--- src/rtl/voice_allocator.sv ---
// voice_allocator: polyphonic voice allocator for a NUM_VOICES-voice synthesizer.
// An accepted note event is resolved by a serial scan of the voices, one per cycle.
// The outcome takes effect in a single commit cycle, NUM_VOICES+1 cycles after accept.
//
// Ports:
//   clk_in, rst_in         clock, asynchronous active-low reset
//   note_valid_in/ready    event handshake; ready is high only while idle
//   note_on_in/key/incr    event fields (on/off, 7-bit key, phase increment)
//   phase_incr_out         per-voice increment; voice i sits at [i*PHASE_W +: PHASE_W]
//   gate_out               per-voice active flag
//   alloc_valid_out/voice  one-cycle pulse and voice index for a committed event
//   drop_out               one-cycle pulse for a discarded event
//
// Optional feature: define VOICE_STEAL_EN to steal the oldest (LRU) voice for a
// note-on when no voice is free or already playing the key. Otherwise that note-on
// is dropped.
module voice_allocator #(
  parameter int NUM_VOICES = 4,
  parameter int PHASE_W    = 32
) (
  input  logic                            clk_in,
  input  logic                            rst_in,
  input  logic                            note_valid_in,
  output logic                            note_ready_out,
  input  logic                            note_on_in,
  input  logic [6:0]                      note_key_in,
  input  logic [PHASE_W-1:0]              note_incr_in,
  output logic [NUM_VOICES*PHASE_W-1:0]   phase_incr_out,
  output logic [NUM_VOICES-1:0]           gate_out,
  output logic                            alloc_valid_out,
  output logic [$clog2(NUM_VOICES)-1:0]   alloc_voice_out,
  output logic                            drop_out
);

  localparam int IW = $clog2(NUM_VOICES);

  typedef enum logic [1:0] {IDLE, SCAN, COMMIT} state_t;

  state_t               state;
  logic [IW-1:0]        scan_idx;

  // Latched event
  logic                 ev_on;
  logic [6:0]           ev_key;
  logic [PHASE_W-1:0]   ev_incr;

  // Scan results, collected one voice per cycle
  logic                 match_found;
  logic [IW-1:0]        match_idx;
  logic                 free_found;
  logic [IW-1:0]        free_idx;
`ifdef VOICE_STEAL_EN
  logic [IW-1:0]        old_idx;
`endif

  // Per-voice state
  logic [6:0]           key  [NUM_VOICES];
  logic [PHASE_W-1:0]   incr [NUM_VOICES];
  logic [IW-1:0]        age  [NUM_VOICES];

  // Commit decision
  logic                 hit;
  logic [IW-1:0]        voice;
  logic [IW-1:0]        voice_age;

  // Ready is held low for as long as reset is asserted, and goes high
  // immediately on release because the state is already IDLE.
  assign note_ready_out = rst_in && (state == IDLE);

  always_comb begin
    hit   = 1'b0;
    voice = '0;
    if (ev_on) begin
      if (match_found) begin
        hit   = 1'b1;
        voice = match_idx;
      end else if (free_found) begin
        hit   = 1'b1;
        voice = free_idx;
      end
`ifdef VOICE_STEAL_EN
      else begin
        hit   = 1'b1;
        voice = old_idx;
      end
`endif
    end else if (match_found) begin
      hit   = 1'b1;
      voice = match_idx;
    end
  end

  assign voice_age = age[voice];

  always_comb begin
    phase_incr_out = '0;
    for (int i = 0; i < NUM_VOICES; i++) begin
      phase_incr_out[i*PHASE_W +: PHASE_W] = incr[i];
    end
  end

  always_ff @(posedge clk_in or negedge rst_in) begin
    if (!rst_in) begin
      state           <= IDLE;
      scan_idx        <= '0;
      ev_on           <= 1'b0;
      ev_key          <= '0;
      ev_incr         <= '0;
      match_found     <= 1'b0;
      match_idx       <= '0;
      free_found      <= 1'b0;
      free_idx        <= '0;
`ifdef VOICE_STEAL_EN
      old_idx         <= '0;
`endif
      gate_out        <= '0;
      alloc_valid_out <= 1'b0;
      alloc_voice_out <= '0;
      drop_out        <= 1'b0;
      for (int i = 0; i < NUM_VOICES; i++) begin
        key[i]  <= '0;
        incr[i] <= '0;
        age[i]  <= IW'(i);
      end
    end else begin
      alloc_valid_out <= 1'b0;
      drop_out        <= 1'b0;
      case (state)
        IDLE: begin
          if (note_valid_in) begin
            ev_on       <= note_on_in;
            ev_key      <= note_key_in;
            ev_incr     <= note_incr_in;
            scan_idx    <= '0;
            match_found <= 1'b0;
            free_found  <= 1'b0;
            state       <= SCAN;
          end
        end
        SCAN: begin
          // First hit wins, giving lowest-index priority for both searches.
          if (gate_out[scan_idx] && (key[scan_idx] == ev_key) && !match_found) begin
            match_found <= 1'b1;
            match_idx   <= scan_idx;
          end
          if (!gate_out[scan_idx] && !free_found) begin
            free_found <= 1'b1;
            free_idx   <= scan_idx;
          end
`ifdef VOICE_STEAL_EN
          // Ages are a permutation, so exactly one voice holds the oldest age.
          if (age[scan_idx] == IW'(NUM_VOICES - 1)) begin
            old_idx <= scan_idx;
          end
`endif
          if (scan_idx == IW'(NUM_VOICES - 1)) begin
            state <= COMMIT;
          end else begin
            scan_idx <= scan_idx + 1'b1;
          end
        end
        COMMIT: begin
          state <= IDLE;
          if (!hit) begin
            drop_out <= 1'b1;
          end else begin
            alloc_valid_out <= 1'b1;
            alloc_voice_out <= voice;
            if (ev_on) begin
              gate_out[voice] <= 1'b1;
              key[voice]      <= ev_key;
              incr[voice]     <= ev_incr;
              // Move the chosen voice to the front of the LRU order. Only voices
              // newer than it shift back, so ages stay a permutation.
              for (int i = 0; i < NUM_VOICES; i++) begin
                if (IW'(i) == voice) begin
                  age[i] <= '0;
                end else if (age[i] < voice_age) begin
                  age[i] <= age[i] + 1'b1;
                end
              end
            end else begin
              gate_out[voice] <= 1'b0;
              incr[voice]     <= '0;
            end
          end
        end
        default: state <= IDLE;
      endcase
    end
  end

endmodule
--- config.mk ---
export PLATFORM = sky130hd
export DESIGN_NAME = voice_allocator
export DESIGN_NICKNAME = d
export VERILOG_FILES = /design/src/rtl/voice_allocator.sv
export SDC_FILE = /design/constraint.sdc
export NUM_CORES = 1
export LEC_CHECK = 0
export BUFFER_PORTS_ARGS = -buffer_cell sky130_fd_sc_hd__buf_2
export CAP_MARGIN = 20
export CORE_MARGIN = 10
export CORE_UTILIZATION = 29
export DETAILED_ROUTE_END_ITERATION = 8
export PLACE_DENSITY = 0.57
export SYNTH_ARGS = -nofsm -noshare
export SYNTH_HDL_FRONTEND = slang
export SYNTH_SLANG_ARGS = --single-unit
--- constraint.sdc ---
create_clock -name clk_in -period 2.1 [get_ports clk_in]
set_input_delay 0.105 -clock clk_in [delete_from_list [all_inputs] [get_ports clk_in]]
set_output_delay 0.105 -clock clk_in [all_outputs]
set_load 0.05 [all_outputs]
==> results of run 1 <==
[layer usage]
| metal | wire, microns | vias up | part of all wire, % | global-route usage [%] |
|---|---|---|---|---|
| li1 | - | 2811 | - | - |
| met4 | 331 | 0 | 1.5 | 3.27 |
| met2 | 10500 | 155 | 47 | 20.3 |
| met1 | 10400 | 2790 | 46 | 17.0 |
| met3 | 1430 | 24 | 6.3 | 3.22 |
| met5 | 0 | - | 0 | 0 |
[worst paths after layout]
path	start	endpoint	slack (ns)	depth (start not counted)
max	scan_idx[0]	match_idx[1]	-0.02	5
min	rst_in	phase_incr_out[8]	0.24	3
max reg2reg	scan_idx[0]	match_idx[1]	-0.02	5
min reg2reg	phase_incr_out[32]	phase_incr_out[32]	0.47	2
max in group asynchronous	rst_in	phase_incr_out[21]	1.30	3
min in group clk_in	note_incr_in[23]	ev_incr[23]	0.36	3
[area by class of cell]
class / instances / share of cell area (%)
Timing Repair Buffer: 243 / 14.3
Multi-Input combinational cell: 432 / 25.0
Tap cell: 378 / 4.35
Clock buffer: 34 / 6.14
Sequential cell: 214 / 49.2
Inverter: 6 / 0.207
Clock inverter: 9 / 0.747
[critical path, cell delays in order (launching register included)]
cell,delay [ns]
dfrtp_2,0.43
buf_4,0.14
mux4_1,0.55
xor2_1,0.18
nor4_4,0.34
mux2_1,0.36
[where the power goes]
part | switching, mW | total, mW | internal (mW)
Combinational | 2.85 | 4.24 | 1.39
Clock | 1.66 | 3.99 | 2.34
Sequential | 0.674 | 5.73 | 5.05
[registers in the layout (all words and copies together) (netlist names), 2 cells and up, named ones only]
| signal | flops |
|---|---|
| ev_incr | 32 |
| state | 2 |
| free_idx | 2 |
| ev_key | 7 |
| scan_idx | 2 |
| alloc_voice_out | 2 |
| key | 28 |
| phase_incr_out | 128 |
| match_idx | 2 |
[what timing repair did]
| item | CTS | global route |
|---|---|---|
| hold buffers | 42 | 0 |
| buffers inserted | 1 | 1 |
| endpoints found under the hold margin | 257 | 0 |
| gates resized for setup | 3 | 1 |
| endpoints found under the setup margin | 2 | 24 |
[cell usage in the layout (no fill, tap or decap), types with 5 or more instances in the layout]
cell type and count:
xnor2_1 5, clkinv_2 7, dfrtp_1 212, o21ai_0 133
buf_2 178, buf_12 5, mux2_2 54, mux2_4 14
clkbuf_16 24, inv_1 6, dlygate4sd3_1 42, nand2_1 170
nor2_1 8, buf_4 16, clkbuf_1 7
[per-stage QoR]
stage | area [sq um] | std cells | setup slack (ns) | TNS, ns | util (%)
after floorplan | 8270 | 694 | 0.0141 | 0 | -
after global placement | 9700 | 1230 | -0.0943 | -0.187 | 34.7
after detailed placement | 9700 | 1230 | -0.0693 | -0.137 | 34.7
after CTS | 10900 | 1316 | -0.0150 | -0.0274 | 38.9
after global routing | 10900 | 1316 | -0.131 | -0.262 | 39.0
final | 10900 | 1316 | -0.0187 | -0.0340 | 39.0
[kinds of logic (layout without fill, tap and decap cells)]
logic type | count (synthesis) | count (layout) | share of synthesized area [%]
simple gates | 200 | 200 | 9.97
compound gates | 145 | 145 | 9.14
buf+inv | 48 | 292 | 2.54
xor+xnor | 7 | 7 | 0.741
fa+ha+maj | 1 | 1 | 0.151
mux | 79 | 79 | 12.7
flops | 214 | 214 | 64.8
==> results.txt, run 1 <==
DRC viols -> 0
Hold WS -> 0.244 ns
first-pass GRT wire length -> 36700 microns
Clock Latency Late Sink -> 0.51 ns
Critical Path End Type -> flip-flop
Crit Path Max Fanout -> 5
Synth cell types -> 38
Die ar. -> 35700 sq um
P&R area growth vs syn -> 31.6%
H-tree levels -> 1
endpoints failing setup -> 2
Sink Count -> 214
Yosys top cell area share -> 64.8%
slew of the pin with the lowest slew margin -> 0.694 ns
fin crit share -> 101%
failing checks -> negative setup slack
I/O pins -> 180
TritonCTS Buffers -> 24
critical path data arrival time -> 2.51 ns
Mapped Cells -> 694
Worst-path clk slew -> 0.06 ns
#FFs+latches synth -> 214
Power per Cell Area -> 1280 nW/um^2
placer congestion estimate -> 0.814
mapped cell area -> 8270 sq um
Longest Clk Path Bufs -> 3
Final Hold Viols -> 0
vias in the first global route -> 6137
Initial Util -> 29.6%
GR Overflow Total -> 0
RSZ-0062 raised after global routing -> true
hpwl dp -> 15400 microns
Final Skew -> 0.00913 ns
gr usage total -> 12.7%
leak pwr -> 5.46 nW
Root Driver -> clkbuf_16
min Tclk post-route -> 2.12 ns
Final WS setup -> -0.0187 ns
max-slew violations -> 0
fmax -> 472 MHz
max cap viols -> 0
Die Wd -> 189 microns
slew margin rel. -> 53.7%
vias -> 5780
worst min path class -> input port to asynchronous set/reset pin
most frequent cell after synthesis -> dfrtp_1
n_diodes -> 0
Syn. warnings -> 0
initial antenna violation count -> 0
multi-input logic area -> 2720 sq um
Initial DRC Count -> 320
Worst Setup Start Kind -> flip-flop
Syn Nets -> 738
synth cell count leaders -> 214 x dfrtp_1, 172 x nand2_1, 133 x o21ai_0, 54 x mux2_2, 32 x clkbuf_1
register area -> 5360 sq um
Synth area leaders -> dfrtp_1 65%, o21ai_0 8.0%, nand2_1 7.8%, mux2_2 7.4%, mux2_4 2.5%
Power, Total -> 14.0 mW
Setup CP Type -> flip-flop to flip-flop
largest net degree at the start of global routing -> 119
layout cells sized above 1 -> 34.1%
vias per inst -> 4.39
EDFF count, synth -> 0
largest area contributor in the netlist -> dfrtp_1
CP Data Required Time -> 2.49 ns
VDD IR-drop max -> 542 uV
Core Box Area -> 27900 sq um
number of fill cells -> 2809
Routed WL -> 22700 microns
port bufs -> 179
CTS tree -> built
die height -> 189 microns
FFs w/ async S/R, synth -> 100%
Most used DFF post-synth -> dfrtp_1
Core Rows -> 61
1st-pass router iterations -> 5
status -> finished with violations
Post-DRT Antenna Nets -> 0
DR WL/cell -> 17.2 microns
Mean Syn Cell Area -> 11.9 sq um
Layout Nets -> 965
Seq/Total Area, Yosys -> 64.8%
Note: power is estimated with default switching activity, not from simulation.
==> run 2: changes to the inputs <==
Settings changed: CORE_UTILIZATION 29 to 30, PLACE_DENSITY 0.57 to 0.58.
==> results.txt, run 2 (synthesis gave the netlist of run 1 again) <==
status -> finished with violations
failing checks -> negative setup slack
Critical Path End Type -> flip-flop
Hold WS -> 0.189 ns (-0.0554 ns)
largest net degree at the start of global routing -> 128 (+7.6%)
min Tclk post-route -> 2.11 ns (-0.00758 ns)
Worst Setup Start Kind -> flip-flop
vias in the first global route -> 6092 (-0.73%)
TritonCTS Buffers -> 24 (unchanged)
most frequent cells in the layout -> 213 x dfrtp_1, 178 x buf_2, 170 x nand2_1
endpoints failing setup -> 2 (unchanged)
Largest register FFs -> 128 (unchanged)
Sink Count -> 214 (unchanged)
Setup CP Type -> flip-flop to flip-flop
max-slew violations -> 0 (unchanged)
Core Box Area -> 27000 sq um (-3.3%)
final core utilization -> 40.3% (+1.3 points)
Core Rows -> 60 (-1.6%)
1st-pass router iterations -> 4 (-1)
critical path data arrival time -> 2.51 ns (about the same)
Root Driver -> clkbuf_16
Clock Latency Late Sink -> 0.52 ns (about the same)
initial antenna violation count -> 0 (unchanged)
Power per Cell Area -> 1300 nW/um^2 (+1.5%)
I/O pins -> 180 (unchanged)
CTS tree -> built
Die Wd -> 186 microns (-1.5%)
number of fill cells -> 2616 (-6.9%)
RSZ-0062 raised after global routing -> true
P&R area growth vs syn -> 31.6% (about the same)
layout cells sized above 1 -> 34.8% (+0.64 points)
Longest Clk Path Bufs -> 3 (unchanged)
port bufs -> 179 (unchanged)
placer congestion estimate -> 0.783 (-3.8%)
Die ar. -> 34600 sq um (-3.0%)
vias -> 5852 (+1.2%)
Initial DRC Count -> 335 (+4.7%)
VDD IR-drop max -> 725 uV (+34%)
CP Data Required Time -> 2.50 ns (about the same)
Routed WL -> 23300 microns (+2.6%)
slew of the pin with the lowest slew margin -> 0.701 ns (+0.00746 ns)
Final WS setup -> -0.0112 ns (+0.00758 ns)
H-tree levels -> 1 (unchanged)
Layout Nets -> 968 (+0.31%)
die height -> 186 microns (-1.5%)
fin crit share -> 101% (-0.36 points)
n_diodes -> 0 (unchanged)
slew margin rel. -> 53.2% (-0.50 points)
worst min path class -> input port to asynchronous set/reset pin
Crit Path Max Fanout -> 5 (unchanged)
max cap viols -> 0 (unchanged)
fmax -> 474 MHz (+0.36%)
setup slack at placement -> -0.103 ns (-0.0341 ns)
leak pwr -> 5.47 nW (+0.16%)
Worst-path clk slew -> 0.06 ns (about the same)
Final Hold Viols -> 0 (unchanged)
FF-to-FF path depth -> 6 (+1)
Final Skew -> 0.0151 ns (+0.00600 ns)
Finished Cell Area -> 10900 sq um (about the same)
first-pass GRT wire length -> 36200 microns (-1.3%)
Post-DRT Antenna Nets -> 0 (unchanged)
gr usage total -> 13.4% (+0.65 points)
GR Overflow Total -> 0 (unchanged)
DRC viols -> 0 (unchanged)
DR WL/cell -> 18.2 microns (+5.5%)
vias per inst -> 4.58 (+4.2%)
dpl cell area -> 9640 sq um (-0.59%)
Initial Util -> 30.6% (+0.99 points)
hpwl dp -> 15900 microns (+3.0%)
most common cell after layout, fill and taps aside -> dfrtp_1
-- run 2: cell count changes in the layout (fill, tap and decap cells not counted), sizes merged --
cell | previous run | this run
clkinv | 8 | 2
buf | 200 | 203
clkbuf | 35 | 37
dlygate4sd3 | 42 | 43
-- run 2: final timing paths --
check | from | endpoint | slack [ns]
max in group asynchronous | rst_in | scan_idx[0] | 0.96
hold reg to reg | phase_incr_out[8] | phase_incr_out[8] | 0.47
min in group clk_in | note_key_in[0] | ev_key[0] | 0.36
hold / removal | rst_in | ev_key[1] | 0.19
setup / recovery | scan_idx[0] | match_idx[1] | -0.01
setup reg to reg | scan_idx[0] | match_idx[1] | -0.01
-- run 2: power by group --
| part | total (mW) | internal (mW) | switching, mW |
|---|---|---|---|
| Sequential | 5.75 | 5.05 | 0.698 |
| Combinational | 4.36 | 1.46 | 2.90 |
| Clock | 4.07 | 2.46 | 1.61 |
| Total | 14.2 | 8.97 | 5.20 |
-- run 2: layer usage --
layer | share of wire (%) | GRT usage [%] | up-vias | wire length (microns)
li1 | - | - | 2809 | -
met1 | 44 | 17.4 | 2832 | 10100
met2 | 45 | 20.9 | 183 | 10600
met3 | 9.4 | 4.41 | 28 | 2180
met4 | 1.6 | 3.51 | 0 | 364
met5 | 0 | 0 | - | 0
-- run 2: layout make-up --
class                           count  area, sq um  area share (%)
Sequential cell                   214         5360            49.2
Timing Repair Buffer              246         1570            14.4
Multi-Input combinational cell    432         2750            25.3
Clock inverter                      3         40.0           0.368
Tap cell                          341          427            3.92
Inverter                            6         22.5           0.207
Clock buffer                       37          721            6.62
-- run 2: what timing repair did --
item / in CTS / in global routing
hold buffers: 43 / 0
hold endpoints to repair: 257 / 0
setup endpoints to repair: 2 / 24
resized for setup: 2 / 9
setup buffers: 2 / 2
pin swaps: 0 / 1
-- run 2: metrics by stage --
| stage | power [mW] | instances | setup TNS [ns] |
|---|---|---|---|
| global route | 15.0 | 1279 | -0.404 |
| CTS | 14.3 | 1278 | -0.0114 |
| finish | 14.2 | 1279 | -0.0177 |
| floorplan | 8.66 | 694 | 0 |
| global placement | 10.0 | 1193 | -0.0785 |
| detailed placement | 10.1 | 1193 | -0.194 |
-- run 2: worst max-delay path, stage by stage, from the launching register on --
cell and delay, ns:
dfrtp_2 0.41, buf_6 0.13, mux4_2 0.50, xnor2_1 0.17, nand4_1 0.17, nor4_4 0.27, mux2_4 0.33
==> run 3: changes to the inputs <==
--- a/config.mk
+++ b/config.mk
@@ -10,5 +10,6 @@
 export CORE_MARGIN = 10
-export CORE_UTILIZATION = 30
+export CORE_UTILIZATION = 49
 export DETAILED_ROUTE_END_ITERATION = 8
-export PLACE_DENSITY = 0.58
+export GPL_TIMING_DRIVEN = 0
+export PLACE_DENSITY = 0.83
 export SYNTH_ARGS = -nofsm -noshare
==> constraint.sdc (replaced) <==
create_clock -name clk_in -period 2.1 [get_ports clk_in]
set_input_delay 0.42 -clock clk_in [delete_from_list [all_inputs] [get_ports clk_in]]
set_output_delay 0.42 -clock clk_in [all_outputs]
set_load 0.05 [all_outputs]
==> results.txt, run 3 (synthesis gave the netlist of run 1 again) <==
most frequent cells in the layout -> 213 x dfrtp_1, 183 x buf_2, 172 x nand2_1
Power, Total -> 14.1 mW (-0.25%)
Worst-path clk slew -> 0.06 ns (about the same)
Root Driver -> clkbuf_16
hpwl dp -> 16200 microns (+1.8%)
first-pass GRT wire length -> 35800 microns (-1.2%)
Hold WS -> -0.131 ns (-0.320 ns)
I/O pins -> 180 (unchanged)
number of fill cells -> 1279 (-51%)
dpl cell area -> 9510 sq um (-1.4%)
leak pwr -> 5.34 nW (-2.3%)
VDD IR-drop max -> 688 uV (-5.1%)
vias in the first global route -> 6434 (+5.6%)
GR Overflow Total -> 0 (unchanged)
FF-to-FF path depth -> 7 (+1)
Finished Cell Area -> 10400 sq um (-4.4%)
Cell Chain, Critical Path -> buf_12, buf_6, mux4_2, xnor2_2, nand3_2, nor4_4, mux2_4
DR WL/cell -> 20.1 microns (+10%)
Final Hold Viols -> 71 (+71)
fmax -> 439 MHz (-7.4%)
layout cells sized above 1 -> 36.8% (+2.1 points)
Core Box Area -> 16600 sq um (-39%)
Worst Setup Start Kind -> flip-flop
Core Rows -> 47 (-22%)
Longest Clk Path Bufs -> 3 (unchanged)
Largest register FFs -> 128 (unchanged)
placed cell count -> 1095 (-8.2%)
final core utilization -> 62.8% (+22 points)
worst min path class -> input port to asynchronous set/reset pin
failing checks -> negative hold slack, negative setup slack
H-tree levels -> 1 (unchanged)
CTS tree -> built
Layout Nets -> 954 (-1.4%)
Sink Count -> 214 (unchanged)
Initial DRC Count -> 374 (+12%)
Initial Util -> 49.9% (+19 points)
Setup CP Type -> flip-flop to flip-flop
port bufs -> 179 (unchanged)
fin cells -> 1143 (-11%)
Die Wd -> 150 microns (-19%)
1st-pass router iterations -> 4 (unchanged)
n_diodes -> 0 (unchanged)
vias -> 6118 (+4.5%)
die height -> 150 microns (-19%)
setup_tns -> -0.397 ns (-0.379 ns)
Post-DRT Antenna Nets -> 0 (unchanged)
CP Data Required Time -> 2.48 ns (-0.02 ns)
Critical Path End Type -> flip-flop
slew margin rel. -> 60.3% (+7.0 points)
Die ar. -> 22500 sq um (-35%)
crit path launch -> scan_idx[0]
Final Skew -> 0.0115 ns (-0.00361 ns)
RSZ-0062 raised after global routing -> true
Clock Latency Late Sink -> 0.51 ns (about the same)
largest net degree at the start of global routing -> 74 (-42%)
fin crit share -> 109% (+8.0 points)
most common cell after layout, fill and taps aside -> dfrtp_1
Routed WL -> 23000 microns (-1.3%)
critical path data arrival time -> 2.66 ns (+0.15 ns)
P&R area growth vs syn -> 25.9%
Crit Path Max Fanout -> 3 (-2)
slowest cell on the critical path -> mux4_2
placer congestion estimate -> 0.823 (+5.1%)
min Tclk post-route -> 2.28 ns (+0.169 ns)
Final WS setup -> -0.180 ns (-0.169 ns)
endpoints failing setup -> 3 (+1)
gr usage total -> 19.9% (+6.5 points)
slew of the pin with the lowest slew margin -> 0.596 ns (-0.105 ns)
CP peak stage delay -> 0.52 ns (+0.02 ns)
max cap viols -> 0 (unchanged)
max-slew violations -> 0 (unchanged)
status -> finished with violations
initial antenna violation count -> 1 (+1)
Reg2Reg Launch Point -> scan_idx[0]
vias per inst -> 5.35 (+17%)
DRC viols -> 0 (unchanged)
TritonCTS Buffers -> 22 (-8.3%)
Power per Cell Area -> 1360 nW/um^2 (+4.3%)
[run 3: critical path: cells and delay by family, from the launching register on]
| family | cells | cell delay, ns |
|---|---|---|
| xor gates and xnor gates | 1 | 0.18 |
| buffers and inverters | 2 | 0.20 |
| DFF | 1 | 0.42 |
| muxes | 2 | 0.86 |
| and+or+nand+nor | 2 | 0.50 |
[run 3: where the power goes]
| part | switching [mW] | internal [mW] |
|---|---|---|
| Combinational | 2.98 | 1.47 |
| Clock | 1.62 | 2.35 |
| Sequential | 0.672 | 5.05 |
| Total | 5.27 | 8.87 |
[run 3: cell type report]
| type | count | area, sq um | share of cell area, % |
|---|---|---|---|
| inverter | 6 | 22.5 | 0.216 |
| tap | 220 | 275 | 2.64 |
| clock buffer | 28 | 623 | 5.99 |
| multi-input combinational | 432 | 2740 | 26.3 |
| timing repair buffer | 194 | 1080 | 10.4 |
| buffer | 40 | 203 | 1.95 |
| clock inverter | 9 | 114 | 1.09 |
| sequential | 214 | 5360 | 51.5 |
[run 3: path summary, 6_finish.rpt]
check / slack (ns) / end
min in group clk_in: 0.14 / ev_incr[22]
worst max-delay path: -0.18 / match_idx[1]
worst min-delay path: -0.13 / ev_key[0]
max in group asynchronous: 1.16 / phase_incr_out[114]
worst max register to register: -0.18 / match_idx[1]
worst min register to register: 0.47 / phase_incr_out[4]
[run 3: per-layer routing]
| metal | up-vias | routed length (microns) | track usage (%) |
|---|---|---|---|
| li1 | 2776 | - | - |
| met1 | 3089 | 9300 | 25.4 |
| met2 | 223 | 11100 | 32.8 |
| met3 | 28 | 2190 | 5.65 |
| met4 | 2 | 395 | 4.76 |
| met5 | - | 7 | 0 |
[run 3: through the flow]
stage	hold slack (ns)	setup slack (ns)
finish	-0.131	-0.180
global route	-0.100	-0.261
CTS	-0.111	-0.213
detailed placement	0.408	-0.313
global placement	0.455	-2.90
floorplan	0.124	0.0141
[run 3: what timing repair did]
item | CTS | global route
endpoints found under the hold margin | 71 | 71
endpoints found under the setup margin | 128 | 76
setup buffers | 7 | 6
gates cloned | 0 | 0
pin swaps | 4 | 3
resized for setup | 26 | 14
